File: src/rtl/gpio_ctrl.sv
// GPIO output bank controller: memory-mapped OUT register with set/clear/toggle aliases,
// a per-bit hardware blink sequencer and synchronized input readback.
module gpio_ctrl #(
    parameter int unsigned NR_GPIOS = 8,
    parameter int unsigned DIV_BITS = 24
) (
    input  logic                clk,
    input  logic                reset,
    input  logic                bus_req_valid,
    output logic                bus_req_ready,
    input  logic                bus_req_wr,
    input  logic [4:0]          bus_req_addr,
    input  logic [31:0]         bus_req_wdata,
    output logic                bus_rsp_valid,
    output logic [31:0]         bus_rsp_rdata,
    output logic [NR_GPIOS-1:0] gpio_out,
    input  logic [NR_GPIOS-1:0] gpio_in
);

    localparam logic [2:0] AddrOut      = 3'd0;
    localparam logic [2:0] AddrSet      = 3'd1;
    localparam logic [2:0] AddrClr      = 3'd2;
    localparam logic [2:0] AddrTgl      = 3'd3;
    localparam logic [2:0] AddrBlinkEn  = 3'd4;
    localparam logic [2:0] AddrBlinkDiv = 3'd5;
    localparam logic [2:0] AddrIn       = 3'd6;

    logic [NR_GPIOS-1:0] out_q, out_d;
    logic [NR_GPIOS-1:0] blink_en_q, blink_en_d;
    logic [DIV_BITS-1:0] blink_div_q, blink_div_d;
    logic [DIV_BITS-1:0] div_cnt_q, div_cnt_d;
    logic                phase_q, phase_d;
    logic [NR_GPIOS-1:0] gpio_out_q, gpio_out_d;
    logic [NR_GPIOS-1:0] sync1_q, sync2_q;
    logic                rsp_valid_q;
    logic [31:0]         rsp_rdata_q, rsp_rdata_d;

    logic                wr_fire, rd_fire, div_write;
    logic [2:0]          word_addr;
    logic [NR_GPIOS-1:0] wdata_gpio;
    logic [DIV_BITS-1:0] wdata_div;
    logic                unused_bits;

    assign bus_req_ready = 1'b1;
    assign wr_fire       = bus_req_valid && bus_req_wr;
    assign rd_fire       = bus_req_valid && !bus_req_wr;
    assign word_addr     = bus_req_addr[4:2];
    assign wdata_gpio    = bus_req_wdata[NR_GPIOS-1:0];
    assign wdata_div     = bus_req_wdata[DIV_BITS-1:0];
    assign unused_bits   = ^{bus_req_addr[1:0], bus_req_wdata};

    always_comb begin
        out_d       = out_q;
        blink_en_d  = blink_en_q;
        blink_div_d = blink_div_q;
        div_write   = 1'b0;
        if (wr_fire) begin
            case (word_addr)
                AddrOut:      out_d = wdata_gpio;
                AddrSet:      out_d = out_q | wdata_gpio;
                AddrClr:      out_d = out_q & ~wdata_gpio;
                AddrTgl:      out_d = out_q ^ wdata_gpio;
                AddrBlinkEn:  blink_en_d = wdata_gpio;
                AddrBlinkDiv: begin
                    blink_div_d = wdata_div;
                    div_write   = 1'b1;
                end
                default: ;
            endcase
        end
    end

    // A divisor write restarts the half-period from zero with phase low.
    always_comb begin
        div_cnt_d = div_cnt_q + DIV_BITS'(1);
        phase_d   = phase_q;
        if (div_write) begin
            div_cnt_d = '0;
            phase_d   = 1'b0;
        end else if (div_cnt_q == blink_div_q) begin
            div_cnt_d = '0;
            phase_d   = ~phase_q;
        end
    end

    always_comb begin
        rsp_rdata_d = '0;
        if (rd_fire) begin
            case (word_addr)
                AddrOut:      rsp_rdata_d = 32'(out_q);
                AddrBlinkEn:  rsp_rdata_d = 32'(blink_en_q);
                AddrBlinkDiv: rsp_rdata_d = 32'(blink_div_q);
                AddrIn:       rsp_rdata_d = 32'(sync2_q);
                default:      rsp_rdata_d = '0;
            endcase
        end
    end

    assign gpio_out_d = out_q ^ (blink_en_q & {NR_GPIOS{phase_q}});

    always_ff @(posedge clk or posedge reset) begin
        if (reset) begin
            out_q       <= '0;
            blink_en_q  <= '0;
            blink_div_q <= '0;
            div_cnt_q   <= '0;
            phase_q     <= 1'b0;
            gpio_out_q  <= '0;
            sync1_q     <= '0;
            sync2_q     <= '0;
            rsp_valid_q <= 1'b0;
            rsp_rdata_q <= '0;
        end else begin
            out_q       <= out_d;
            blink_en_q  <= blink_en_d;
            blink_div_q <= blink_div_d;
            div_cnt_q   <= div_cnt_d;
            phase_q     <= phase_d;
            gpio_out_q  <= gpio_out_d;
            sync1_q     <= gpio_in;
            sync2_q     <= sync1_q;
            rsp_valid_q <= bus_req_valid;
            rsp_rdata_q <= rsp_rdata_d;
        end
    end

    assign gpio_out      = gpio_out_q;
    assign bus_rsp_valid = rsp_valid_q;
    assign bus_rsp_rdata = rsp_rdata_q;

endmodule

File: config.mk
export PLATFORM = sky130hd
export DESIGN_NAME = gpio_ctrl
export DESIGN_NICKNAME = d
export VERILOG_FILES = /design/src/rtl/gpio_ctrl.sv
export SDC_FILE = /design/constraint.sdc
export NUM_CORES = 1
export LEC_CHECK = 0
export ABC_AREA = 1
export CAP_MARGIN = 0
export CORE_AREA = 4 4 109 111
export DETAILED_ROUTE_END_ITERATION = 16
export DIE_AREA = 0 0 113 115
export PLACE_DENSITY = 0.76
export SLEW_MARGIN = 20
export SYNTH_ARGS = -nofsm -noshare
export SYNTH_HDL_FRONTEND = slang
export SYNTH_SLANG_ARGS = --single-unit
File: constraint.sdc
create_clock -name clk -period 4.45 [get_ports clk]
set_clock_uncertainty 0.1 [all_clocks]
set_input_delay 0.445 -clock clk [delete_from_list [all_inputs] [get_ports clk]]
set_output_delay 0.445 -clock clk [all_outputs]
set_load 0.05 [all_outputs]
# Yosys cells after proc, flatten, opt, wreduce, memory -nomap -nowiden
# Index checks and enable logic that the tools add are counted.
# Widths: inputs -> output; s select.
# totals
register_bits	122
input_bits	49
output_inout_bits	42
wordCells	43
# classes
add_sub_neg	1
n_eq_ne	7
n_mux	9
bitwise_logic	7
n_reduce_logical	9
# ops
op	n
$pmux 24 s4	1
$mux 24	3
$pmux 8 s4	1
$add 24x1->24 const B	1
$eq 24x24->1	1
$and 8x8->8	2
$xor 8x8->8	2
$eq 3x3->1 const B	3
$not 8->8	1
$or 8x8->8	1
$eq 3x2->1 const B	2
$reduce_and 2->1	3
$mux 1	4
$reduce_bool 4->1	1
$eq 3x1->1 const B	1
$logic_not 3->1	1
$logic_and 1x1->1	2
$reduce_bool 2->1	1
$logic_not 1->1	1
$not 1->1	1

# Longest topological paths before layout
# Gate-level depths: netlist (run 1).
# depth
ltp_word	4
ltp_mapped	11
mapped_depth_nobuf	10

# Worst setup path before layout (run 1)
# Ideal clock, no wire load.
# synth_path
path_type	register to register
start	register div_cnt_q[0]
end	register div_cnt_q[14]
setup_time_ns	0.120
arrival_ns	1.320
required_time_ns	4.230
path_slack_ns	2.910
stages_incl_launch_ff	10
n_path_buf	0
period_less_slack_ns	1.540
cell_sequence	dfrtp_1 > ha_1 > nand3_2 > inv_2 > nand2_2 > nor2_2 > inv_1 > nor2_1 > xor2_1 > nor2_1
# synth_via
elab_chain_cells	3
elab_cells_between_ends	4
cone_classes	add/sub (1); eq/ne (1); mux (2)
# synth_rtl
item	line_no	rtl
start, declared	31	logic [DIV_BITS-1:0] div_cnt_q, div_cnt_d;
start signal, assigned	117	div_cnt_q <= div_cnt_d;
$add 24x1->24 or $eq 24x24->1 (tied branches)	75, 80	
$mux 24 (*)	80	end else if (div_cnt_q == blink_div_q) begin
$mux 24 (*)	77	if (div_write) begin
net div_cnt_d[14]	31	
# The timed path passes the listed nets; every way through them passes the cells marked *.
# A chain may end at the register's enable or synchronous reset.

# Worst setup path in the final report (run 1)
# layout_path
start	input bus_req_addr[4]
end	register div_cnt_q[18]
# layout_via
elab_chain_cells	4
# layout_rtl
item	line_no	rtl
start, declared	12	input logic [4:0] bus_req_addr,
$eq 3x3->1	58	case (word_addr)
$mux 1	58	
$mux 1	57	if (wr_fire) begin
$mux 24	77	
net div_cnt_d[18]	31	
# The timed path passes the listed nets, and every way through them passes these cells.

==> results.sh, run 1 <==
export IMPL_status="completed"
export IMPL_pwr_share_clk_pct=45.2
export IMPL_vias_per_cell=5.07
export IMPL_p_comb_share_pct=18.3
export IMPL_grt_max_degree=54
export IMPL_fill_cells=881
export IMPL_insertion_delay_ns=0.54
export IMPL_setup_worst_path_start="bus_req_addr[4]"
export IMPL_reg2regPathDepth=9
export IMPL_cts_buffers_inserted=17
export IMPL_wl_per_cell_um=14.8
export IMPL_cap_violations=0
export IMPL_synthArstFlopShare_pct=100
export IMPL_crit_path_start_kind="input port"
export IMPL_synthFlopType="dfrtp_1"
export IMPL_antennaDiodeCount=0
export IMPL_setup_viol=0
export IMPL_synth_edf_count=0
export IMPL_cts_buffer_depth=2
export IMPL_yosysTopAreaCell="dfrtp_1"
export IMPL_regArea_mm2=0.00285
export IMPL_multi_input_area_mm2=0.00236
export IMPL_cts_resized=0
export IMPL_yosysSeqAreaShare_pct=49.9
export IMPL_switching_share_pct=28.4
export IMPL_p_per_area_mw_per_mm2=496
export IMPL_grt_pass1_vias=4744
export IMPL_first_iter_violations=307
export IMPL_core_area_mm2=0.0108
export IMPL_place_congestion=0.875
export IMPL_relSlewSlack_pct=31.7
export IMPL_period_share_pct=60.9
export IMPL_start_util_pct=53.0
export IMPL_ys_ff_latch=114
export IMPL_reg2reg_slack_ns=2.52
export IMPL_synth_top_area_share_pct=49.9
export IMPL_root_buffer="clkbuf_8"
export IMPL_end_kind="register"
export IMPL_fin_util_pct=66.5
export IMPL_hpwl_um=9240
export IMPL_r2r_end="div_cnt_q[14]$_DFF_PP0_"
export IMPL_holdPathStages=1
export IMPL_drc=0
export IMPL_num_rows=38
export IMPL_die_w_um=113
export IMPL_wl_um=13600
export IMPL_peakVddDrop_mv=0.343
export IMPL_path_cells="clkdlybuf4s50_1 -> nand2_2 -> nor2_4 -> inv_2 -> nand2_4 -> nor2_1"
export IMPL_postCtsSetupBuffers=0
export IMPL_hold_buffers=0
export IMPL_postRouteAntennaNets=0
export IMPL_synthTopCellsByArea="dfrtp_1 (50%), nand2_1 (13%), inv_1 (6.0%), nor2_1 (4.9%), ha_1 (3.7%)"
export IMPL_die_h_um=115
export IMPL_cts_num_sinks=114
export IMPL_firstDrtPassIters=5
export IMPL_required_ns=4.75
export IMPL_grt_pass1_wl_um=22500
export IMPL_path_class="in -> reg"
export IMPL_hp_start="gpio_in[5]"
export IMPL_p_sw_mw=1.01
export IMPL_max_stage_delay_ns=0.85
export IMPL_period_minus_slack_ns=2.71
export IMPL_hold_viol=0
export IMPL_syn_area_mm2=0.00572
export IMPL_vias=4652
export IMPL_fin_tns_setup_ns=0
export IMPL_leakagePower_nw=3.31
export IMPL_critPathSlowestCell="clkdlybuf4s50_1"
export IMPL_drv_slew=0
export IMPL_postSynthCellCount=692
export IMPL_avgSynthCellArea_um2=8.26
export IMPL_crit_fanout=29
export IMPL_internal_power_mw=2.55
export IMPL_timing_rr_start="div_cnt_q[0]$_DFF_PP0_"
export IMPL_drive_gt1_share_pct=7.85
export IMPL_hp_class="in -> reg"
export IMPL_fmax_ghz=0.369
export IMPL_htreeDepth=4
export IMPL_tritoncts="built"
export IMPL_num_io_pins=91
export IMPL_yosysWarnings=0
export IMPL_arrival_ns=3.01
export IMPL_rsz0062_at_grt="false"
export IMPL_nNetsFinal=830
export IMPL_min_to="sync1_q[5]$_DFF_PP0_"
export IMPL_dieArea_mm2=0.0130
export IMPL_syn_to_final_growth_pct=25.5
export IMPL_seq_power_share_pct=36.5
export IMPL_grt_overflow=0
export IMPL_yosysUniqueCellTypes=34
export IMPL_gr_usage_all_layers_pct=21.9
export IMPL_portBuffers=71
export IMPL_worstMarginPinSlew_ns=1.02
export IMPL_antenna_found_initial=0
export IMPL_clk_pin_slew_worst_paths_ns=0.06
==> synth_stat cells (6+ instances only) <==
cell	count
xor2_1	23
nor3_1	27
nor2_2	7
nor2_1	74
o22ai_1	13
ha_1	17
buf_4	11
o21ai_1	10
nand3_1	17
inv_1	91
xnor2_1	6
nand2_1	193
dfrtp_1	114
o2111ai_1	7
o21ai_0	34
nand4_1	6
==> flip-flops by register name (all words and copies together) (netlist names) <==
| signal | flops |
|---|---|
| sync1_q | 8 |
| blink_en_q | 8 |
| bus_rsp_rdata | 24 |
| phase_q | 1 |
| bus_rsp_valid | 1 |
| blink_div_q | 24 |
| gpio_out | 8 |
| out_q | 8 |
| sync2_q | 8 |
| div_cnt_q | 24 |
==> metrics by stage <==
step,cells,hold slack (ns),cell area [µm²],power (mW),setup WS (ns)
6_report,917,0.243,7180,3.56,1.74
5_1_grt,917,0.228,7180,3.73,1.59
4_1_cts,917,0.238,7180,3.57,1.78
3_5_place_dp,885,0.235,6480,1.96,1.25
3_3_place_gp,885,0.233,6480,1.92,1.33
2_1_floorplan,699,0.231,5740,1.77,0.889
==> placed cells by master, fill, tap and decap left out, types with 4 or more instances in the layout <==
cell type / count
nand2_1: 193
dfrtp_1: 114
inv_1: 90
nor2_1: 74
clkdlybuf4s50_1: 71
o21ai_0: 34
nor3_1: 27
xor2_1: 23
nand3_1: 17
ha_1: 17
clkbuf_16: 16
o22ai_1: 13
o21ai_1: 10
conb_1: 9
nor2_2: 7
o2111ai_1: 7
bufinv_16: 7
nand4_1: 6
xnor2_1: 6
clkbuf_8: 5
nand2_2: 4
==> per-layer routing <==
layer  global-route usage (%)  wire [µm]
met1                     26.1       5550
met2                     38.0       6920
met3                     6.84        819
met4                     7.13        272
met5                        0          0
==> worst max path at each step <==
stage | end | cells past startpoint
2_1_floorplan | blink_div_q[0]$_DFFE_PP0P_ | 1
3_3_place_gp | div_cnt_q[22]$_DFF_PP0_ | 6
3_5_place_dp | div_cnt_q[21]$_DFF_PP0_ | 6
4_1_cts | div_cnt_q[18]$_DFF_PP0_ | 6
5_1_grt | blink_div_q[20]$_DFFE_PP0P_ | 6
6_report | div_cnt_q[18]$_DFF_PP0_ | 6
==> cells by family (layout without fill, tap and decap cells) <==
logic type      Yosys count  after routing  share of synthesized area, %
compound gates           65             65                          6.50
xor+xnor                 29             29                          4.44
fa+ha+maj                17             17                          3.72
buf+inv                 122            200                          9.28
flops                   114            114                          49.9
mux                       1              1                         0.175
other cells               2              9                         0.131
simple gates            342            342                          25.8
==> worst max-delay path, delay by kind of cell <==
family | cells | cell delay, ns
and+or+nand+nor | 4 | 1.56
buffers and inverters | 2 | 0.99
==> power groups by stage <==
stage	sequential, mW	clock [mW]	combinational, mW
finish	1.30	1.61	0.650
global route	1.32	1.68	0.734
CTS	1.30	1.62	0.654
detailed placement	1.31	0	0.646
global placement	1.30	0	0.621
floorplan	1.35	0	0.424
==> layout make-up <==
| cell class | count | share of cell area [%] |
|---|---|---|
| Clock buffer | 23 | 6.64 |
| Clock inverter | 9 | 3.10 |
| Inverter | 94 | 4.95 |
| Multi-Input combinational cell | 463 | 32.9 |
| Sequential cell | 114 | 39.8 |
| Tap cell | 140 | 2.44 |
| Timing Repair Buffer | 74 | 10.2 |
(Power assumes the default switching activity.)
==> run 2: changes to the inputs <==
- CORE_AREA: 4 4 109 111 -> 4 4 114 116
- DIE_AREA: 0 0 113 115 -> 0 0 118 120
- PLACE_DENSITY: 0.76 -> 0.73
- clock period: 4.45 -> 2.29 ns (I/O delays scaled with it)
==> run 2 against run 1 <==
Against the previous run: sequential share of layout area is 0.12 points higher; register-to-register slack lost 2.1 ns; power grew 81%; flip-flop and latch count unchanged; global-route usage shrank 2.3 points; first-iteration DRC count is 23% lower; worst hold slack worse by 0.093 ns; via count grew 0.69%; utilization shrank 6.4 points; non-clock buffer count rose by 8; count of clock-buffer cells in the layout is 2 lower.
==> results.sh, run 2 (synthesized netlist as in run 1, its figures left out) <==
export IMPL_grt_overflow=0
export IMPL_start_util_pct=48.0
export IMPL_insertion_delay_ns=0.42
export IMPL_cts_num_sinks=114
export IMPL_fmax_ghz=0.519
export IMPL_hp_class="in -> reg"
export IMPL_setup_ws_ns=0.363
export IMPL_num_rows=40
export IMPL_fill_cells=1044
export IMPL_p_per_area_mw_per_mm2=901
export IMPL_root_buffer="clkbuf_16"
export IMPL_syn_to_final_growth_pct=25.1
export IMPL_mostFrequentLayoutCells="nand2_1 (193), dfrtp_1 (114), inv_1 (90)"
export IMPL_peakVddDrop_mv=0.647
export IMPL_setup_viol=0
export IMPL_dieArea_mm2=0.0142
export IMPL_pre_cts_ws_ns=0.214
export IMPL_antenna_found_initial=0
export IMPL_gr_usage_all_layers_pct=19.6
export IMPL_final_common_cell="nand2_1"
export IMPL_drc=0
export IMPL_rsz0062_at_grt="false"
export IMPL_tritoncts="built"
export IMPL_crit_fanout=1
export IMPL_critPathBufInv=1
export IMPL_cts_resized=0
export IMPL_firstDrtPassIters=5
export IMPL_antennaDiodeCount=0
export IMPL_wl_um=13200
export IMPL_place_congestion=0.889
export IMPL_wl_per_cell_um=14.2
export IMPL_drv_slew=0
export IMPL_cts_buffers_inserted=17
export IMPL_grt_max_degree=69
export IMPL_clk_pin_slew_worst_paths_ns=0.06
export IMPL_crit_path_start_kind="register"
export IMPL_path_class="reg -> out"
export IMPL_fin_tns_setup_ns=0
export IMPL_critPathTopFamily="buffers and inverters"
export IMPL_grt_pass1_vias=4874
export IMPL_portBuffers=71
export IMPL_first_iter_violations=237
export IMPL_cts_buffer_depth=2
export IMPL_critPathSlowestCell="clkdlybuf4s50_1"
export IMPL_hold_viol=0
export IMPL_leakagePower_nw=3.30
export IMPL_regArea_mm2=0.00285
export IMPL_hpwl_um=9290
export IMPL_path_cells="clkdlybuf4s50_1"
export IMPL_worstMarginPinSlew_ns=0.621
export IMPL_num_io_pins=91
export IMPL_vias_per_cell=5.03
export IMPL_core_area_mm2=0.0119
export IMPL_arrival_ns=1.60
export IMPL_required_ns=1.96
export IMPL_period_share_pct=84.2
export IMPL_postCtsSetupBuffers=0
export IMPL_period_minus_slack_ns=1.93
export IMPL_hold_buffers=0
export IMPL_vias=4684
export IMPL_status="completed"
export IMPL_cap_violations=0
export IMPL_relSlewSlack_pct=58.4
export IMPL_postRouteAntennaNets=0
export IMPL_die_h_um=120
export IMPL_die_w_um=118
export IMPL_nNetsFinal=838
export IMPL_max_stage_delay_ns=0.81
export IMPL_end_kind="primary output"
export IMPL_htreeDepth=4
export IMPL_drive_gt1_share_pct=8.79
export IMPL_multi_input_area_mm2=0.00236
export IMPL_grt_pass1_wl_um=22400
-- run 2: changes by cell type in the layout (fill, tap and decap cells not counted), sizes merged --
cell,delta
bufinv,-4
clkinvlp,+2
clkinv,+5
inv,-1
buf,+8
clkbuf,-2
-- run 2: through the flow --
stage | utilization [%] | power, mW | hold WS (ns) | std cells | instance area [µm²]
6_report | 60.1 | 6.45 | 0.150 | 932 | 7150
4_1_cts | 60.1 | 6.49 | 0.138 | 932 | 7150
5_1_grt | 60.1 | 6.79 | 0.144 | 932 | 7150
2_1_floorplan | - | 3.44 | 0.160 | 699 | 5750
3_3_place_gp | 55.1 | 3.76 | 0.232 | 900 | 6560
3_5_place_dp | 55.1 | 3.82 | 0.235 | 900 | 6560
-- run 2: per-layer routing --
metal	global-route usage (%)	part of all wire, %
met1	22.9	43
met4	9.16	2.6
met5	0	0
met3	5.47	5.0
met2	33.6	49
-- run 2: power by group --
group / switching [mW] / internal (mW)
combinational: 0.806 / 0.463
clock: 0.907 / 1.75
sequential: 0.234 / 2.29
-- run 2: path summary, 6_finish.rpt --
check | start | endpoint | slack (ns) | cells after the start
min | gpio_in[1] | sync1_q[1]$_DFF_PP0_ | 0.15 | 1
min reg2reg | sync1_q[6]$_DFF_PP0_ | sync2_q[6]$_DFF_PP0_ | 0.25 | 0
max in group asynchronous | reset | blink_div_q[13]$_DFFE_PP0P_ | 1.60 | 3
max reg2reg | div_cnt_q[0]$_DFF_PP0_ | div_cnt_q[14]$_DFF_PP0_ | 0.44 | 9
min in group asynchronous | reset | bus_rsp_rdata[7]$_DFF_PP0_ | 0.16 | 3
max | bus_rsp_rdata[2]$_DFF_PP0_ | bus_rsp_rdata[2] | 0.36 | 1
-- run 2: cell type report --
| cell class | count | share of cell area (%) |
|---|---|---|
| clock buffers | 21 | 6.44 |
| clock inverters | 11 | 1.89 |
| inverters | 94 | 4.98 |
| multi-input cells | 463 | 33.0 |
| flip-flops and latches | 114 | 39.9 |
| well taps | 147 | 2.57 |
| repair buffers | 82 | 11.3 |
